[config.mk]
export PLATFORM = sky130hd
export DESIGN_NAME = if_prefetch_queue
export DESIGN_NICKNAME = d
export VERILOG_FILES = /design/src/rtl/if_prefetch_queue.sv
export SDC_FILE = /design/constraint.sdc
export NUM_CORES = 1
export LEC_CHECK = 0
export CAP_MARGIN = 30
export CORE_MARGIN = 3
export CORE_UTILIZATION = 42
export CTS_BUF_LIST = sky130_fd_sc_hd__clkbuf_16
export DETAILED_ROUTE_END_ITERATION = 10
export PLACE_DENSITY = 0.6
export SLEW_MARGIN = 0
export SYNTH_ARGS = -nofsm -noshare
export SYNTH_HDL_FRONTEND = slang
export SYNTH_SLANG_ARGS = --single-unit
[constraint.sdc]
create_clock -name clk_i -period 3.5 [get_ports clk_i]
set_input_delay 0.35 -clock clk_i [delete_from_list [all_inputs] [get_ports clk_i]]
set_output_delay 0.35 -clock clk_i [all_outputs]
set_load 0.02 [all_outputs]
[src/rtl/if_prefetch_queue.sv]
// if_prefetch_queue: RV32 instruction prefetch queue for the fetch stage.
// Issues word reads, buffers {pc, instr} pairs, hands them to decode.
// Ports: clk_i/reset_i (async, active-low); iaddr_o/ird_o/irdata_i
// instruction memory (data one cycle after ird_o); branch_taken_i/
// jump_addr_i redirect; out_valid_o/out_ready_i decode handshake;
// pc_o/next_pc_o/instr_o head entry; count_o occupancy.
module if_prefetch_queue #(
  parameter int unsigned DEPTH     = 4,
  parameter logic [31:0] RESET_PC  = 32'h0000_0000,
  parameter logic [31:0] NOP_INSTR = 32'h0000_0013
) (
  input  logic                       clk_i,
  input  logic                       reset_i,
  output logic [31:0]                iaddr_o,
  output logic                       ird_o,
  input  logic [31:0]                irdata_i,
  input  logic                       branch_taken_i,
  input  logic [31:0]                jump_addr_i,
  output logic                       out_valid_o,
  input  logic                       out_ready_i,
  output logic [31:0]                pc_o,
  output logic [31:0]                next_pc_o,
  output logic [31:0]                instr_o,
  output logic [$clog2(DEPTH+1)-1:0] count_o
);

  localparam int unsigned CW = $clog2(DEPTH + 1);
  localparam int unsigned PW = (DEPTH > 1) ? $clog2(DEPTH) : 1;
  localparam logic [CW:0] LP_DEPTH = (CW + 1)'(DEPTH);
  localparam logic [PW-1:0] LP_LAST = PW'(DEPTH - 1);

  logic [31:0]   r_fetch_pc;
  logic [31:0]   r_req_pc;
  logic          r_inflight;
  logic [CW-1:0] r_count;
  logic [PW-1:0] r_head;
  logic [PW-1:0] r_tail;
  logic [31:0]   r_pc_q    [DEPTH];
  logic [31:0]   r_instr_q [DEPTH];

  logic [CW:0]   w_occ;
  logic          w_issue;
  logic          w_push;
  logic          w_valid;
  logic          w_pop;
  logic          w_unused_jaddr;

  function automatic logic [PW-1:0] f_inc(input logic [PW-1:0] p);
    if (p == LP_LAST) return '0;
    return p + PW'(1);
  endfunction

  // An outstanding read reserves a slot so a response always fits.
  assign w_occ = {1'b0, r_count} + {{CW{1'b0}}, r_inflight};

  // Gated by reset so no strobe escapes while held in reset.
  assign w_issue = reset_i && !branch_taken_i && (w_occ < LP_DEPTH);
  assign w_push  = r_inflight && !branch_taken_i;
  assign w_valid = (r_count != '0) && !branch_taken_i;
  assign w_pop   = w_valid && out_ready_i;

  assign w_unused_jaddr = ^jump_addr_i[1:0];

  always_ff @(posedge clk_i or negedge reset_i) begin
    if (!reset_i) begin
      r_fetch_pc <= RESET_PC;
      r_req_pc   <= '0;
      r_inflight <= 1'b0;
      r_count    <= '0;
      r_head     <= '0;
      r_tail     <= '0;
    end else if (branch_taken_i) begin
      r_fetch_pc <= {jump_addr_i[31:2], 2'b00};
      r_inflight <= 1'b0;
      r_count    <= '0;
      r_head     <= '0;
      r_tail     <= '0;
    end else begin
      if (w_issue) begin
        r_fetch_pc <= r_fetch_pc + 32'd4;
        r_req_pc   <= r_fetch_pc;
        r_inflight <= 1'b1;
      end else begin
        r_inflight <= 1'b0;
      end
      if (w_push) r_tail <= f_inc(r_tail);
      if (w_pop)  r_head <= f_inc(r_head);
      unique case ({w_push, w_pop})
        2'b10:   r_count <= r_count + CW'(1);
        2'b01:   r_count <= r_count - CW'(1);
        default: r_count <= r_count;
      endcase
    end
  end

  // Storage needs no reset; occupancy and pointers qualify it.
  always_ff @(posedge clk_i) begin
    if (reset_i && w_push) begin
      r_pc_q[r_tail]    <= r_req_pc;
      r_instr_q[r_tail] <= irdata_i;
    end
  end

  assign iaddr_o     = r_fetch_pc;
  assign ird_o       = w_issue;
  assign out_valid_o = w_valid;
  assign pc_o        = w_valid ? r_pc_q[r_head] : 32'h0;
  assign instr_o     = w_valid ? r_instr_q[r_head] : NOP_INSTR;
  assign next_pc_o   = pc_o + 32'd4;
  assign count_o     = r_count;

endmodule

==> flow_summary.toml <==
[status]
status = "complete, no violations"

[clock_network]
numCtsBuffers = 35
cts_tree = "done"
clock_latency_ns = 0.51
clockRootBuffer = "clkbuf_16"
cts_max_path_buffers = 3
h-tree-depth = 2
clkTransAtPathRegs_ns = 0.06
cts.sinks = 316

[power]
max-vdd-ir-drop_uv = 315
p_leak_uw = 0.00660
clkPwrFrac = 0.356
seq_power_share = 0.460
power.share.switching = 0.263
cellPowerDensity_nw_per_um2 = 562
internal_power_uw = 7230
power_switching_uw = 2580
combPwrFrac = 0.184

[placed_design]
hpwl_um = 21400
portBuffers = 192
placed_cell_area_um2 = 16300
gp_congestion = 0.848

[detailed_routing]
wirelength_um = 31900
ant_nets = 0
num_vias = 8504
drtPass1Iterations = 5
avgViaCountPerCell = 5.41
first_iter_violations = 554
route.detailed.drc = 0
wl_per_cell_um = 20.3

[global_routing]
antenna_found_initial = 0
grt_usage = 0.186
grt-ovfl-total = 0
grt_first_pass_wirelength_um = 49600
grt_max_degree = 63
grt_pass1_vias = 8746

[critical_path]
cp-end-kind = "output port"
cp-start-kind = "flip-flop"
path_cells = "mux4_2 > nand3_1 > inv_1 > ha_2 > nand3_2 > nor4_2 > buf_4 > nand2_4 > buf_4 > xnor2_1 > dlygate4sd2_1"
crit_type = "reg2out"
cp.required_ns = 3.15
crit_fanout = 7
crit_path_frequent_cell = "buf_4"
max_stage_delay_ns = 0.52
cp.arrival_ns = 3.05
slowest_stage = "dfrtp_4"

[cells_and_area]
mostFrequentLayoutCell = "edfxtp_1"
insertedDiodeCount = 0
area_delta_synth_final_pct = 29.4
design_area_um2 = 17400
nets = 1226
fill_cells = 2514
drive_above_1_share = 0.192
most-common-layout-cells = "248 x edfxtp_1, 168 x clkdlybuf4s50_1, 146 x nand2_1"

[sta]
timing.fmax_ghz = 0.294
fin_crit_sh = 0.971
tightest_slew_ns = 0.735
slew_headroom = 0.506
finalSetupViolCount = 0
fin_tns_setup_ns = 0
finalHoldViolCount = 0
finalCriticalPeriod_ns = 3.40
slew_violations = 0
skew_ns = 0.0136

[synthesis]
ys_seq_area_frac = 0.679
synth_cells = 900
syn_avg_cell_area_um2 = 15.0
async_reset_ff_frac = 0.215
synth_edf_count = 248
synthDistinctLibCells = 52
ys.warnings.count = 0
syn-cell-area_um2 = 13500
ys_ff_latch = 316
ys.flop_type = "edfxtp_1"

[floorplanning]
die-height_um = 185
initial_core_util = 0.434
io_pins = 201
coreArea_um2 = 31100
dieWidth_um = 185
die_area_um2 = 34300
rows = 64

[job]
max-cap-violations = 0

[min_path]
hp-class = "in2async"
==> power by group through the flow <==
stage	clock network, µW	logic, µW	registers (µW)
floorplan	0	980	4550
global placement	0	1810	4560
detailed placement	0	1830	4580
CTS	3590	1820	4500
global route	3740	1950	4540
finish	3490	1810	4510
==> cells by family after synthesis <==
kind of cell	Yosys count	share of synthesized area
xor gates and xnor gates	32	0.0208
and+or+nand+nor	324	0.117
other	1	0.000278
muxes	65	0.109
adders and majority gates	8	0.00798
DFF	316	0.679
buffers and inverters	81	0.0279
AOI/OAI and AO/OA	73	0.0377
==> flip-flops by register name (all words and copies together), names as in the netlist <==
register,flops
r_head,2
r_inflight,1
r_tail,2
r_req_pc,30
r_instr_q,128
r_pc_q,120
iaddr_o,30
count_o,3
==> per-stage QoR <==
stage | power [µW] | utilization | std cells | setup slack, ns | hold slack, ns
after floorplan | 5530 | - | 905 | 0.00118 | 0.0544
after global placement | 6370 | 0.525 | 1506 | -0.102 | 0.223
after detailed placement | 6400 | 0.525 | 1507 | -0.113 | 0.222
after CTS | 9910 | 0.561 | 1573 | 0.00364 | 0.214
after global routing | 10200 | 0.561 | 1573 | -0.00293 | 0.239
final | 9800 | 0.561 | 1573 | 0.100 | 0.224
==> Yosys cell counts (all sizes together) (2+ instances only) <==
master / number / share of area
edfxtp: 248 / 0.55
nand2: 147 / 0.041
dfrtp: 68 / 0.13
mux4: 62 / 0.11
and3: 58 / 0.027
clkbuf: 34 / 0.0095
nor2: 33 / 0.0092
nand3: 31 / 0.012
o21ai: 29 / 0.011
buf: 23 / 0.012
inv: 23 / 0.0064
xnor2: 20 / 0.013
nor4: 14 / 0.0084
a221o: 12 / 0.0089
nor3: 12 / 0.0053
xor2: 12 / 0.0078
nand4: 10 / 0.0046
o311ai: 10 / 0.0065
ha: 7 / 0.0065
a21oi: 6 / 0.0022
a31oi: 5 / 0.0023
and2: 4 / 0.0019
nand2b: 4 / 0.0019
mux2i: 3 / 0.0022
a31o: 2 / 0.0013
a32oi: 2 / 0.0013
and4: 2 / 0.0013
nor2b: 2 / 0.00093
nor3b: 2 / 0.0011
or2: 2 / 0.00093
==> worst paths after layout <==
kind	from	to	slack (ns)	cells after the start
min in group clk_i	jump_addr_i[2]	iaddr_o[2]	0.41	3
max in group asynchronous	reset_i	r_head[0]	2.03	4
worst min register to register	r_req_pc[17]	r_pc_q[2][17]	0.52	0
worst max register to register	count_o[0]	count_o[2]	0.87	9
worst max-delay path	r_head[0]	next_pc_o[14]	0.1	11
worst min-delay path	reset_i	iaddr_o[3]	0.22	2
==> critical path, delay by kind of cell, from the launching register on <==
| family | cells | cell delay (ns) |
|---|---|---|
| buf+inv | 4 | 0.83 |
| flops | 1 | 0.52 |
| simple gates | 4 | 0.53 |
| fa+ha+maj | 1 | 0.18 |
| xor+xnor | 1 | 0.11 |
| mux | 1 | 0.37 |
==> repair_timing <==
item	CTS	global route
buffers inserted	1	0
pin swaps	2	2
gates resized for setup	66	34
endpoints found under the setup margin	26	22
hold buffers	1	0
endpoints found under the hold margin	21	0
==> layout make-up <==
type | instances | area [µm²] | area share
Tap cell | 396 | 495 | 0.0284
Clock buffer | 36 | 901 | 0.0516
Sequential cell | 316 | 9160 | 0.525
Inverter | 24 | 90.1 | 0.00516
Timing Repair Buffer | 265 | 2540 | 0.146
Clock inverter | 28 | 216 | 0.0124
Multi-Input combinational cell | 508 | 4040 | 0.232
==> metal layers <==
metal	vias to the layer above	wire length, µm	part of all wire	track usage
li1	3923	-	-	-
met1	4272	14500	0.46	0.266
met2	267	15100	0.47	0.301
met3	42	1690	0.053	0.0328
met4	0	557	0.017	0.0444
met5	-	0	0	0
Note: power is estimated with default switching activity, not from simulation.
